**src/rtl/sdram_pkg.sv**
```systemverilog
// Shared SDRAM command encodings, arbiter state encoding and default widths.
// Commands are {CKE, CS_N, RAS_N, CAS_N, WE_N}.
package sdram_pkg;

    localparam int ADDR_W_DEF = 12;

    localparam logic [4:0] CMD_NOP   = 5'b10111;
    localparam logic [4:0] CMD_PREC  = 5'b10010;
    localparam logic [4:0] CMD_AREF  = 5'b10001;
    localparam logic [4:0] CMD_ACT   = 5'b10011;
    localparam logic [4:0] CMD_WRITE = 5'b10100;
    localparam logic [4:0] CMD_READ  = 5'b10101;
    localparam logic [4:0] CMD_MRS   = 5'b10000;

    typedef enum logic [2:0] {
        ST_INIT,
        ST_IDLE,
        ST_AREF,
        ST_WRITE,
        ST_READ
    } arb_state_t;

    typedef struct packed {
        logic aref;
        logic wr;
        logic rd;
    } grant_t;

endpackage

```
**src/rtl/sdram_arb_pick.sv**
```systemverilog
// Combinational request picker: refresh first, then write/read alternation
// when both are pending. Output is one-hot {aref, wr, rd}, or zero.
module sdram_arb_pick
    import sdram_pkg::*;
(
    input  logic       aref_req,
    input  logic       wr_req,
    input  logic       rd_req,
    input  logic       last_wr,
    output logic [2:0] grant
);

    grant_t pick;

    always_comb begin
        pick = '0;
        if (aref_req) begin
            pick.aref = 1'b1;
        end else if (wr_req && rd_req) begin
            // Serve whichever side was not served last.
            pick.rd = last_wr;
            pick.wr = ~last_wr;
        end else if (wr_req) begin
            pick.wr = 1'b1;
        end else if (rd_req) begin
            pick.rd = 1'b1;
        end
    end

    assign grant = pick;

endmodule

```
**src/rtl/sdram_arbiter.sv**
```systemverilog
// SDRAM command-bus arbiter: init pass-through, then refresh/write/read grants
// with a per-grant ack watchdog and registered command/address outputs.
module sdram_arbiter
    import sdram_pkg::*;
#(
    parameter int unsigned ACK_TIMEOUT = 1023,
    parameter int          ADDR_W      = ADDR_W_DEF
) (
    input  logic              S_CLK,
    input  logic              RST,
    input  logic              flag_init,
    input  logic [4:0]        init_cmd,
    input  logic [ADDR_W-1:0] init_addr,
    input  logic              aref_req,
    output logic              aref_en,
    input  logic              aref_ack,
    input  logic [4:0]        aref_cmd,
    input  logic [ADDR_W-1:0] aref_addr,
    input  logic              wr_req,
    output logic              wr_en,
    input  logic              wr_ack,
    input  logic [4:0]        wr_cmd,
    input  logic [ADDR_W-1:0] wr_addr,
    input  logic              rd_req,
    output logic              rd_en,
    input  logic              rd_ack,
    input  logic [4:0]        rd_cmd,
    input  logic [ADDR_W-1:0] rd_addr,
    output logic [4:0]        sdram_cmd,
    output logic [ADDR_W-1:0] sdram_addr,
    output logic              arb_err
);

    localparam int CNT_W = $clog2(ACK_TIMEOUT + 1);
    localparam logic [CNT_W-1:0] CNT_LAST = CNT_W'(ACK_TIMEOUT - 1);

    arb_state_t        state, state_nxt;
    logic [CNT_W-1:0]  cnt, cnt_nxt;
    logic              last_wr, last_wr_nxt;
    logic              err_nxt;
    logic              ack;
    logic [2:0]        pick;
    logic [4:0]        mux_cmd;
    logic [ADDR_W-1:0] mux_addr;

    sdram_arb_pick u_pick (
        .aref_req (aref_req),
        .wr_req   (wr_req),
        .rd_req   (rd_req),
        .last_wr  (last_wr),
        .grant    (pick)
    );

    always_ff @(posedge S_CLK) begin
        if (RST) begin
            state      <= ST_INIT;
            cnt        <= '0;
            last_wr    <= 1'b0;
            arb_err    <= 1'b0;
            aref_en    <= 1'b0;
            wr_en      <= 1'b0;
            rd_en      <= 1'b0;
            sdram_cmd  <= CMD_NOP;
            sdram_addr <= '0;
        end else begin
            state      <= state_nxt;
            cnt        <= cnt_nxt;
            last_wr    <= last_wr_nxt;
            arb_err    <= err_nxt;
            aref_en    <= (state_nxt == ST_AREF);
            wr_en      <= (state_nxt == ST_WRITE);
            rd_en      <= (state_nxt == ST_READ);
            sdram_cmd  <= mux_cmd;
            sdram_addr <= mux_addr;
        end
    end

    always_comb begin
        state_nxt   = state;
        cnt_nxt     = cnt;
        last_wr_nxt = last_wr;
        err_nxt     = arb_err;
        ack         = 1'b0;
        mux_cmd     = CMD_NOP;
        mux_addr    = '0;

        case (state)
            ST_INIT: begin
                mux_cmd  = init_cmd;
                mux_addr = init_addr;
                if (flag_init) state_nxt = ST_IDLE;
            end
            ST_IDLE: begin
                cnt_nxt = '0;
                if (pick[2])      state_nxt = ST_AREF;
                else if (pick[1]) state_nxt = ST_WRITE;
                else if (pick[0]) state_nxt = ST_READ;
            end
            ST_AREF: begin
                mux_cmd  = aref_cmd;
                mux_addr = aref_addr;
                ack      = aref_ack;
            end
            ST_WRITE: begin
                mux_cmd  = wr_cmd;
                mux_addr = wr_addr;
                ack      = wr_ack;
            end
            ST_READ: begin
                mux_cmd  = rd_cmd;
                mux_addr = rd_addr;
                ack      = rd_ack;
            end
            default: state_nxt = ST_INIT;
        endcase

        // Ack takes precedence over a watchdog expiry in the same cycle.
        if (state == ST_AREF || state == ST_WRITE || state == ST_READ) begin
            if (ack || cnt == CNT_LAST) begin
                state_nxt = ST_IDLE;
                if (!ack) err_nxt = 1'b1;
                if (state == ST_WRITE) last_wr_nxt = 1'b1;
                if (state == ST_READ)  last_wr_nxt = 1'b0;
            end else begin
                cnt_nxt = cnt + 1'b1;
            end
        end
    end

endmodule
```
**config.mk**
```make
export PLATFORM = sky130hd
export DESIGN_NAME = sdram_arbiter
export DESIGN_NICKNAME = d
export VERILOG_FILES = /design/src/rtl/sdram_pkg.sv /design/src/rtl/sdram_arb_pick.sv /design/src/rtl/sdram_arbiter.sv
export SDC_FILE = /design/constraint.sdc
export NUM_CORES = 1
export LEC_CHECK = 0
export CAP_MARGIN = 20
export CORE_MARGIN = 4
export CORE_UTILIZATION = 40
export DETAILED_ROUTE_END_ITERATION = 12
export GPL_ROUTABILITY_DRIVEN = 0
export PLACE_DENSITY_LB_ADDON = 0.12
export SLEW_MARGIN = 20
export SYNTH_ARGS = -nofsm -noshare
export SYNTH_HDL_FRONTEND = slang
export SYNTH_SLANG_ARGS = --single-unit
```
**constraint.sdc**
```tcl
create_clock -name S_CLK -period 2.4 [get_ports S_CLK]
set_clock_uncertainty 0.15 [all_clocks]
set_input_delay 0.48 -clock S_CLK [delete_from_list [all_inputs] [get_ports S_CLK]]
set_output_delay 0.48 -clock S_CLK [all_outputs]
set_load 0.1 [all_outputs]
```
==> metrics <==
final instance area 3050 sq um; met1 GRT Util 23.0%; syn_nets 299; Worst VDD drop 0.303 mV; Sink Count 35; Critical Path Source aref_ack; Worst-Skew Late Latency 0.29 ns; r2r worst-path depth 5; Final ANT Viol Nets 0; Crit Reg-Reg Endpoint last_wr; Avg Inst Size Synth 8.80 sq um; met2 GRT Util 33.9%; top-count cell post-synth dfxtp_1; Num CTS Buffers 5; Worst Setup End Kind flop; Nets 404; fillers 409; H-Tree Depth 2; Cell Area, Placed 2970 sq um; Post-synth EDFFs 0; YS warnings 0; status completed; Bufs on Longest Clock Path 2; number of iterations in the first detailed-routing pass 4; number of diodes 0; Die Span X 77.6 um; Setup Crit Path Kind in -> reg; post_cts resized 0; clock slew at reported path FFs 0.07 ns; Fin. Hold Viols 0; Hold WC Path Type reg -> reg; initial antenna violation count 0; vias in the first global route 2029; Final TNS setup 0 ns; critical path peak fanout 8; # Post-CTS Setup Buffers 0; P_leak 1.16 nW; Die Area 6020 sq um; Max-Cap Viols 0; die height 77.6 um; WL per Instance 15.6 um; drt total wl 5930 um; GRT Total Usage 20.1%; Post-Syn Area 1940 sq um; maximum clock frequency 489 MHz; synthesis-to-layout area growth 57.5%; dpl hpwl 4710 um; first-pass GRT wire length 9580 um; WP data required 2.47 ns; RSZ-0062 raised after global routing false; Netlist cell types 42; FF-to-FF Start state[0]; Setup Viol. Count Final 0; Final Max Tran Viols 0; CP Capture Point cnt[0]; Synth area leaders dfxtp_1 36%, a22oi_1 7.0%, mux2i_1 4.7%; DRC errors left 0; total gr overflow 0; Worst R2R Setup Slack 0.36 ns; Power Density 566 nW/um^2; DR iter-0 viols 66; Yosys reg bits 35; Least-Margin Pin Slew 0.533 ns; crit path launch type input pin; # hold bufs at CTS 0; Tmin final 2.05 ns; GR peak layer met2; fraction of registers with async set/reset 0%; Primary FF master, synth dfxtp_1; Yosys top cell by area dfxtp_1; post-synthesis sequential area ratio 36.2%; vias after detailed routing 2074; Final Cycle Share 85.2%; top-area cell type share of the netlist area 36.2%; Arr. time, crit path 2.12 ns; Core Footprint 4690 sq um; TritonCTS clock tree built; starting density of the core 41.3%; via/cell ratio 5.46; Max-slew headroom 64.3%; IO Port Bufs 97; Commonest cells post-synth 35 x dfxtp_1, 18 x a22oi_1, 15 x nor2_1; Root Driver clkbuf_8; largest net degree at the start of global routing 22; row count 25; synthesized instance count 220; IO Pins 98; share of layout cells above drive strength 1 15.6%; grt met3 use 8.70%
==> kinds of logic after synthesis <==
group	after synthesis	share of synthesized area [%]
buf+inv	25	6.01
fa+ha+maj	2	1.29
compound gates	79	30.8
flops	35	36.2
mux	9	4.65
simple gates	70	21.0
==> per-layer routing <==
layer,wire length (um),part of all wire (%),vias to the layer above
met5,0,0,-
met4,74,1.2,0
met3,571,9.6,8
met2,2810,47,67
met1,2480,42,948
li1,-,-,1051
==> how the worst min path moves through the flow <==
stage / start / to / slack, ns / depth (start not counted)
2_1_floorplan: cnt[7] / cnt[7] / 0.33 / 2
3_3_place_gp: arb_err / arb_err / 0.32 / 1
3_5_place_dp: arb_err / arb_err / 0.33 / 1
4_1_cts: arb_err / arb_err / 0.34 / 1
5_1_grt: arb_err / arb_err / 0.37 / 1
6_report: arb_err / arb_err / 0.33 / 1
==> critical path, stage by stage <==
cell and delay (ns):
clkdlybuf4s50_1 0.42, or4b_4 0.51, o211a_4 0.19, or3_1 0.36, a21oi_1 0.15
==> registers in the layout, indices dropped and copies added, names as in the netlist <==
register and flops:
wr_en 1, sdram_addr 12, aref_en 1, sdram_cmd 5
rd_en 1, arb_err 1, cnt 10, last_wr 1
state 3
==> cell usage in the layout (no fill, tap or decap), drive strengths merged, types with 5 or more instances in the layout <==
| master | synthesis | routed |
|---|---|---|
| o21ai | 10 | 10 |
| nand2 | 6 | 6 |
| clkbuf | 7 | 7 |
| a21oi | 8 | 8 |
| o211ai | 7 | 7 |
| inv | 10 | 10 |
| mux2i | 9 | 9 |
| o2bb2ai | 9 | 9 |
| dfxtp | 35 | 35 |
| nand3 | 10 | 10 |
| nor2b | 9 | 9 |
| o221ai | 5 | 5 |
| nor2 | 15 | 15 |
| a22oi | 18 | 18 |
| buf | 8 | 37 |
| clkdlybuf4s50 | 0 | 76 |
==> per-stage QoR <==
step                hold slack (ns)  utilization (%)  std cells  worst slack, ns  total power, mW
finish                        0.334             65.0        380            0.354             1.72
global route                  0.367             65.0        380            0.301             1.81
CTS                           0.344             65.0        380            0.355             1.74
detailed placement            0.328             63.3        372           0.0547             1.33
global placement              0.321             63.3        372           0.0677             1.32
floorplan                     0.332                -        220            0.396             1.07
==> cell type report <==
| class | count | area [sq um] | share of cell area [%] |
|---|---|---|---|
| Multi-Input combinational cell | 160 | 1120 | 36.8 |
| Timing Repair Buffer | 113 | 1040 | 34.1 |
| Sequential cell | 35 | 701 | 23.0 |
| Clock buffer | 7 | 76.3 | 2.50 |
| Tap cell | 54 | 67.6 | 2.22 |
| Inverter | 10 | 37.5 | 1.23 |
| Clock inverter | 1 | 5.00 | 0.164 |
==> where the power goes <==
| part | leakage, nW | switching [mW] | internal [mW] |
|---|---|---|---|
| Clock | 0.0422 | 0.209 | 0.204 |
| Combinational | 0.835 | 0.416 | 0.254 |
| Sequential | 0.286 | 0.0200 | 0.621 |
| Total | 1.16 | 0.646 | 1.08 |
Power figures use the tool's default switching activity.
